### config.mk
export PLATFORM = sky130hd
export DESIGN_NAME = seq_mul
export DESIGN_NICKNAME = d
export VERILOG_FILES = /design/src/rtl/seq_mul_pkg.sv /design/src/rtl/seq_mul_mul_step.sv /design/src/rtl/seq_mul.sv
export SDC_FILE = /design/constraint.sdc
export NUM_CORES = 1
export LEC_CHECK = 0
export CORE_MARGIN = 2
export CORE_UTILIZATION = 54
export DETAILED_ROUTE_END_ITERATION = 7
export GPL_ROUTABILITY_DRIVEN = 1
export PLACE_DENSITY = 0.8
export SYNTH_ARGS = -nofsm -noshare
export SYNTH_HDL_FRONTEND = slang
export SYNTH_SLANG_ARGS = --single-unit
### constraint.sdc
create_clock -name clk -period 2.8 [get_ports clk]
set_input_delay 0.42 -clock clk [delete_from_list [all_inputs] [get_ports clk]]
set_output_delay 0.42 -clock clk [all_outputs]
set_load 0.01 [all_outputs]
### src/rtl/seq_mul_pkg.sv
// Shared definitions for the sequential shift-add multiplier.
// Holds the controller state encoding and the default operand width,
// so the arithmetic blocks and the controller agree on both.
package seq_mul_pkg;

  // Default operand width in bits; the product is twice this wide.
  localparam int N_DEFAULT = 32;

  // Controller states. The encoding is fixed so that it stays stable
  // across revisions.
  typedef enum logic [1:0] {
    IDLE = 2'd0,
    RUN  = 2'd1,
    DONE = 2'd2
  } state_t;

endpackage

### src/rtl/seq_mul_mul_step.sv
// mul_step: one combinational shift-add step of an unsigned multiplier.
// Ports:
//   acc      - current 2N-bit accumulator {partial product, remaining multiplier bits}
//   mcand    - N-bit multiplicand
//   acc_next - accumulator after the conditional add and one right shift
module mul_step
  import seq_mul_pkg::*;
#(
  parameter int N = N_DEFAULT
) (
  input  logic [2*N-1:0] acc,
  input  logic [N-1:0]   mcand,
  output logic [2*N-1:0] acc_next
);

  // The upper half is summed in N+1 bits so the carry shifts back into
  // the top of the accumulator instead of being lost.
  logic [N:0] sum;

  always_comb begin
    sum = {1'b0, acc[2*N-1:N]};
    if (acc[0]) begin
      sum = {1'b0, acc[2*N-1:N]} + {1'b0, mcand};
    end
    acc_next = {sum, acc[N-1:1]};
  end

endmodule

### src/rtl/seq_mul.sv
// seq_mul: sequential unsigned multiplier, one shift-add step per clock.
// Ports:
//   clk   - clock, rising edge active
//   rst_n - asynchronous active-low reset
//   start - request a multiply; accepted in IDLE or DONE
//   a, b  - N-bit unsigned operands, captured when start is accepted
//   busy  - high while the multiply is running
//   done  - one-cycle pulse when p holds a new product
//   p     - 2N-bit registered product, held until the next done
module seq_mul
  import seq_mul_pkg::*;
#(
  parameter int N = N_DEFAULT
) (
  input  logic           clk,
  input  logic           rst_n,
  input  logic           start,
  input  logic [N-1:0]   a,
  input  logic [N-1:0]   b,
  output logic           busy,
  output logic           done,
  output logic [2*N-1:0] p
);

  // count must be able to reach N, hence one extra bit.
  localparam int CW = $clog2(N) + 1;
  localparam logic [CW-1:0] LAST_STEP = CW'(N - 1);

  state_t          state;
  logic [CW-1:0]   count;
  logic [N-1:0]    mcand;
  logic [2*N-1:0]  acc;
  logic [2*N-1:0]  acc_next;

  mul_step #(.N(N)) u_step (
    .acc      (acc),
    .mcand    (mcand),
    .acc_next (acc_next)
  );

  // Controller and datapath registers. busy and done are updated together
  // with the state so they are registered and never overlap. A start seen
  // in DONE is accepted directly, which gives back-to-back operation with
  // no idle cycle in between.
  always_ff @(posedge clk or negedge rst_n) begin
    if (!rst_n) begin
      state <= IDLE;
      busy  <= 1'b0;
      done  <= 1'b0;
      p     <= '0;
      count <= '0;
      acc   <= '0;
      mcand <= '0;
    end else begin
      case (state)
        IDLE, DONE: begin
          done <= 1'b0;
          if (start) begin
            mcand <= a;
            acc   <= {{N{1'b0}}, b};
            count <= '0;
            state <= RUN;
            busy  <= 1'b1;
          end else begin
            state <= IDLE;
            busy  <= 1'b0;
          end
        end
        RUN: begin
          acc   <= acc_next;
          count <= count + 1'b1;
          // The Nth step lands straight in p so the product is visible
          // in the same cycle that done pulses.
          if (count == LAST_STEP) begin
            p     <= acc_next;
            state <= DONE;
            busy  <= 1'b0;
            done  <= 1'b1;
          end
        end
        default: begin
          state <= IDLE;
          busy  <= 1'b0;
          done  <= 1'b0;
        end
      endcase
    end
  end

endmodule

== After elaboration in Yosys (flattened, before gate mapping) ==
Index checks and enable logic that the tools add are counted.

* Register bits: 170
* Bits of input ports: 67
* Output and inout port bits: 66
* Word-level logic and storage cells: 33

* Add/sub/neg operators: 2
* Eq/ne operators: 5
* Multiplexer cells: 13
* Reductions and logical operators: 6

{| class="wikitable"
|+ Operators by type and width
! kind !! number
|-
| 64-bit one-hot mux with 2 select lines || 1
|-
| 64-bit 2-to-1 mux || 1
|-
| 32-bit by 32-bit adder with 33-bit output || 1
|-
| 33-bit 2-to-1 mux || 1
|-
| 6-bit one-hot mux with 2 select lines || 1
|-
| 6-bit by 1-bit adder with 6-bit output (second input constant) || 1
|-
| 6-bit by 5-bit == test with 1-bit output (second input constant) || 1
|-
| 6-bit 2-to-1 mux || 1
|-
| 2-bit AND reduction || 3
|-
| 1-bit 2-to-1 mux || 5
|-
| 2-bit != test (second input constant) || 2
|-
| 2-bit one-hot mux with 2 select lines || 1
|-
| 2-bit by 1-bit == test with 1-bit output (second input constant) || 1
|-
| 2-bit == test (second input constant) || 1
|-
| 2-bit zero test || 1
|-
| 2-bit 2-to-1 mux || 1
|-
| 1-bit one-hot mux with 2 select lines || 1
|-
| 2-bit nonzero test || 1
|-
| 2-bit OR reduction || 1
|}

== Depth between registers and ports, before layout ==
* Depth in word-level cells: 4
* Gate-level depth with buffers: 11
* Depth with buffers taken out: 11

== Modules after synthesis ==
From an unflattened synthesis, not the netlist that was laid out.

* Cells, all modules: 889
* Area, all modules: 9245.1 um2

{| class="wikitable"
|+ By module, submodules not included
! module !! times used !! cells each !! area each (um2) !! seq. area each (um2)
|-
| seq_mul || 1 || 522 || 6685.2 || 4229.1
|-
| mul_step || 1 || 367 || 2560.0 || 0.0
|}

== Worst setup path after synthesis ==
Ideal clock, no wire load.

* Path type: register -> register
* Start point: register mcand[0]
* End point: register p[47]
* Library setup time: 133 ps
* Arrival: 2410 ps
* Required time: 2667 ps
* Slack: 256 ps
* Cell stages (with the launch flop): 12
* Path buffers: 0
* Period minus slack after synthesis: 2544 ps
* Cells stage by stage: dfrtp_1 ha_1 fa_1 a21oi_1 nand4b_1 a21oi_1 o21ai_0 a21boi_1 o311a_1 or3_1 a31oi_1 o21ai_0

* Longest elaborated chain between the ends: 2

{| class="wikitable"
|+ Ends and longest elaborated chain
! element !! RTL line !! RTL
|-
| start, declared || seq_mul.sv:31 || <nowiki>logic [N-1:0] mcand;</nowiki>
|-
| start signal, assigned || seq_mul.sv:53 || <nowiki>mcand <= '0;</nowiki>
|-
| start signal, assigned || seq_mul.sv:59 || <nowiki>mcand <= a;</nowiki>
|-
| 32-bit by 32-bit adder with 33-bit output || seq_mul_mul_step.sv:23 || <nowiki>sum = {1'b0, acc[2*N-1:N]} + {1'b0, mcand};</nowiki>
|-
| 33-bit 2-to-1 mux || seq_mul_mul_step.sv:22 || <nowiki>if (acc[0]) begin</nowiki>
|-
| end signal, assigned || seq_mul.sv:75 || <nowiki>p <= acc_next;</nowiki>
|-
| end, declared || seq_mul.sv:22 || <nowiki>output logic [2*N-1:0] p</nowiki>
|}

No other way between the ends.
A chain may end at the register's enable or synchronous reset.

== Final worst setup path ==
* Start point: register acc[32]
* End point: register acc[59]

* Longest elaborated chain between the ends: 3

{| class="wikitable"
|+ Ends and longest elaborated chain
! element !! RTL line !! RTL
|-
| start, declared || seq_mul.sv:32 || <nowiki>logic [2*N-1:0] acc;</nowiki>
|-
| start signal, assigned || seq_mul.sv:60 || <nowiki>acc <= {{N{1'b0}}, b};</nowiki>
|-
| start signal, assigned || seq_mul.sv:70 || <nowiki>acc <= acc_next;</nowiki>
|-
| 32-bit by 32-bit adder with 33-bit output || seq_mul_mul_step.sv:23 ||
|-
| 33-bit 2-to-1 mux || seq_mul_mul_step.sv:22 ||
|-
| 64-bit one-hot mux with 2 select lines || seq_mul.sv:55 || <nowiki>case (state)</nowiki>
|}

No other way between the ends.

==> metrics <==
1st-iter DRT viols=593; Initial Util=0.5515; setup TNS=0 ns; post-route minimum period=about 2.7 ns; DP Area=around 10000 µm²; gr usage total=0.2643; Post-Syn Instances=between 900 and 1000; Hold WS=between 0.4 and 0.5 ns; pre-CTS setup slack=roughly 0.016 ns; Slew Limit Headroom=0.4247; Synthesis Warnings=0; synthesized cell area=between 8000 and 9000 µm²; final wirelength=between 20 and 25 mm; H-tree levels=4; num rows=45; Nets=1163; Avg WL per Cell=between 15 and 20 µm; setup slack after layout=between 0.07 and 0.08 ns; Post-route DRC=0; largest net degree at the start of global routing=84; Core Area=~15000 µm²; period utilization=0.9737; prevailing post-synth register cell=dfrtp_1; Critical Path Fanout Max=3; Seq/Total Area, Yosys=0.5014; Slew @ Worst Pin=0.8629 ns; Avg Inst Size Synth=just under 9 µm²; Max clock buf depth=2; DP HPWL=14.31 mm; Final Hold Fails=0; Root Buffer=clkbuf_16; vias in the first global route=between 7000 and 8000; Async SR Flop Fraction=1.000; placer congestion estimate=roughly 0.92; Max-cap violations=0; CTS tree=built; layout cells sized above 1=0.07628; final instance area=around 11000 µm²; worst-skew pair later-pin latency=0.43 ns; pwr dens=1189 nW/µm²; top achievable clock speed=about 0.37 GHz; remaining antenna violation count=0; FF+latch count, synth=about 170; crit end category=flip-flop; Fill cells=between 1000 and 1500; first-pass GRT wire length=about 35 mm; initial antenna violation count=0; CP required=3.12 ns; max-slew violations=0; Clock Sinks=between 150 and 200; gr ovfl total=0; startpoint types=flip-flop; P&R area growth vs syn=26.82%; Leakage=about 0.005 µW; outcome=completed; clock slew at reported path FFs=0.07 ns; Die Area=around 17000 µm²; via count=about 7200; Post-synth EDFFs=0; I/O Pins=approximately 130; Pre-antenna DRT Iters=5; worst vdd rail ir drop=632.3 µV; Min-Delay Path Class=flip-flop to flip-flop; Netlist cell types=52; RSZ-0062 raised after global routing=true; Arr. time, crit path=between 3 and 4 ns; syn nets=1046; CTS buffer count=17; CP Class=flip-flop to flip-flop; chip width=128.6 µm; Max Clock Skew=0.008796 ns; DIE HEIGHT=128.6 µm; Buffers on Ports=between 100 and 150; antenna cells=0; Vias per Instance=5.680; final setup violation count=0
-- metal layers --
layer / up-vias / wire [µm] / track usage
met2: 223 / 10190 / 0.4349
li1: 3454 / - / -
met1: 3458 / 9411 / 0.3501
met5: - / 0 / 0
met4: 0 / 414 / 0.08248
met3: 39 / 1291 / 0.06362
-- worst max-delay path, stage by stage (launching register included) --
cell and delay, ns:
dfrtp_1 0.37, ha_2 0.20, fa_2 0.23, a21oi_2 0.06, nand4b_1 0.26, a21oi_1 0.25
o21ai_0 0.11, buf_4 0.16, a211o_1 0.27, nand3_1 0.12, mux2i_1 0.25, a21oi_1 0.09
a31o_2 0.24
-- registers in the layout (all words and copies together), names as in the netlist --
name	flops
acc	64
count	6
mcand	32
p	64
state	2
-- final timing paths --
check	start	end	slack (ns)	depth (start not counted)
worst max register to register	acc[32]	acc[59]	0.07	12
worst max-delay path	acc[32]	acc[59]	0.07	12
max in group asynchronous	rst_n	acc[18]	1.45	3
worst min register to register	p[59]	p[59]	0.48	1
worst min-delay path	p[59]	p[59]	0.48	1
min in group asynchronous	rst_n	mcand[13]	0.52	2
-- placed cells by master, fill, tap and decap left out, types with 3 or more instances in the layout --
cell type / count
nand2_1: 317
dfrtp_1: 167
clkdlybuf4s50_1: 131
o21ai_0: 68
a21oi_1: 41
a22oi_1: 31
nor2_1: 30
mux2i_1: 27
ha_1: 27
a21o_1: 19
buf_4: 19
nand3_1: 18
xnor2_1: 17
clkbuf_16: 17
nand4_1: 15
xor2_1: 9
nor2b_1: 8
inv_1: 8
o21ai_1: 7
o21bai_1: 6
nor3_1: 6
ha_2: 6
nand2b_1: 4
inv_8: 4
buf_12: 4
and3_1: 3
a21oi_2: 3
clkinv_2: 3
inv_6: 3
clkinvlp_4: 3
-- logic make-up (layout without fill, tap and decap cells) --
| logic type | Yosys count | in the layout | share of synthesized area |
|---|---|---|---|
| XOR/XNOR | 26 | 26 | 0.02716 |
| multiplexers | 28 | 28 | 0.03358 |
| adder cells (fa/ha/maj) | 34 | 34 | 0.05163 |
| flip-flops | 168 | 168 | 0.5014 |
| AND/OR/NAND/NOR | 412 | 412 | 0.2001 |
| AO/OA/AOI/OAI | 210 | 210 | 0.1561 |
| buffers and inverters | 67 | 197 | 0.03000 |
-- repair_timing --
item / in CTS / in global routing
resized for setup: 2 / 21
endpoints found under the hold margin: 52 / 0
pin swaps: 0 / 7
buffers inserted: 0 / 1
hold buffers: 1 / 0
endpoints found under the setup margin: 2 / 31
-- cell type report --
type | count | area, µm² | area share
clock inverters | 14 | 138.9 | 0.01306
inverters | 9 | 33.78 | 0.003177
clock buffers | 18 | 429.2 | 0.04036
repair buffers | 156 | 1555 | 0.1463
well taps | 188 | 235.2 | 0.02212
flip-flops and latches | 168 | 4205 | 0.3955
multi-input cells | 710 | 4035 | 0.3795
-- synthesized netlist by cell type (7+ instances only) --
cell	instances	area [µm²]
nand2_1	318	1194
dfrtp_1	168	4204
o21ai_0	73	365.4
clkbuf_1	51	191.4
a21oi_1	44	220.2
ha_1	33	412.9
a22oi_1	31	232.7
nor2_1	31	116.4
mux2i_1	27	270.3
a21o_1	19	142.6
nand3_1	19	95.09
xnor2_1	17	148.9
nand4_1	15	93.84
nor2b_1	10	62.56
xor2_1	9	78.83
inv_1	8	30.03
buf_1	7	26.28
-- per-stage QoR --
step                cells  total power [µW]    util
floorplan             945              7874       -
global placement     1229              9947  0.6556
detailed placement   1229             10140  0.6556
CTS                  1262             12510  0.6941
global route         1263             13550  0.6994
finish               1263             12650  0.6994
-- power breakdown --
| part | switching, µW | leakage, µW | internal (µW) |
|---|---|---|---|
| combinational | 3140 | 0.00271 | 2830 |
| sequential | 854 | 0.00203 | 3510 |
| clock | 1060 | 0.000275 | 1250 |
| total | 5060 | 0.00501 | 7590 |
Note: power is estimated with default switching activity, not from simulation.
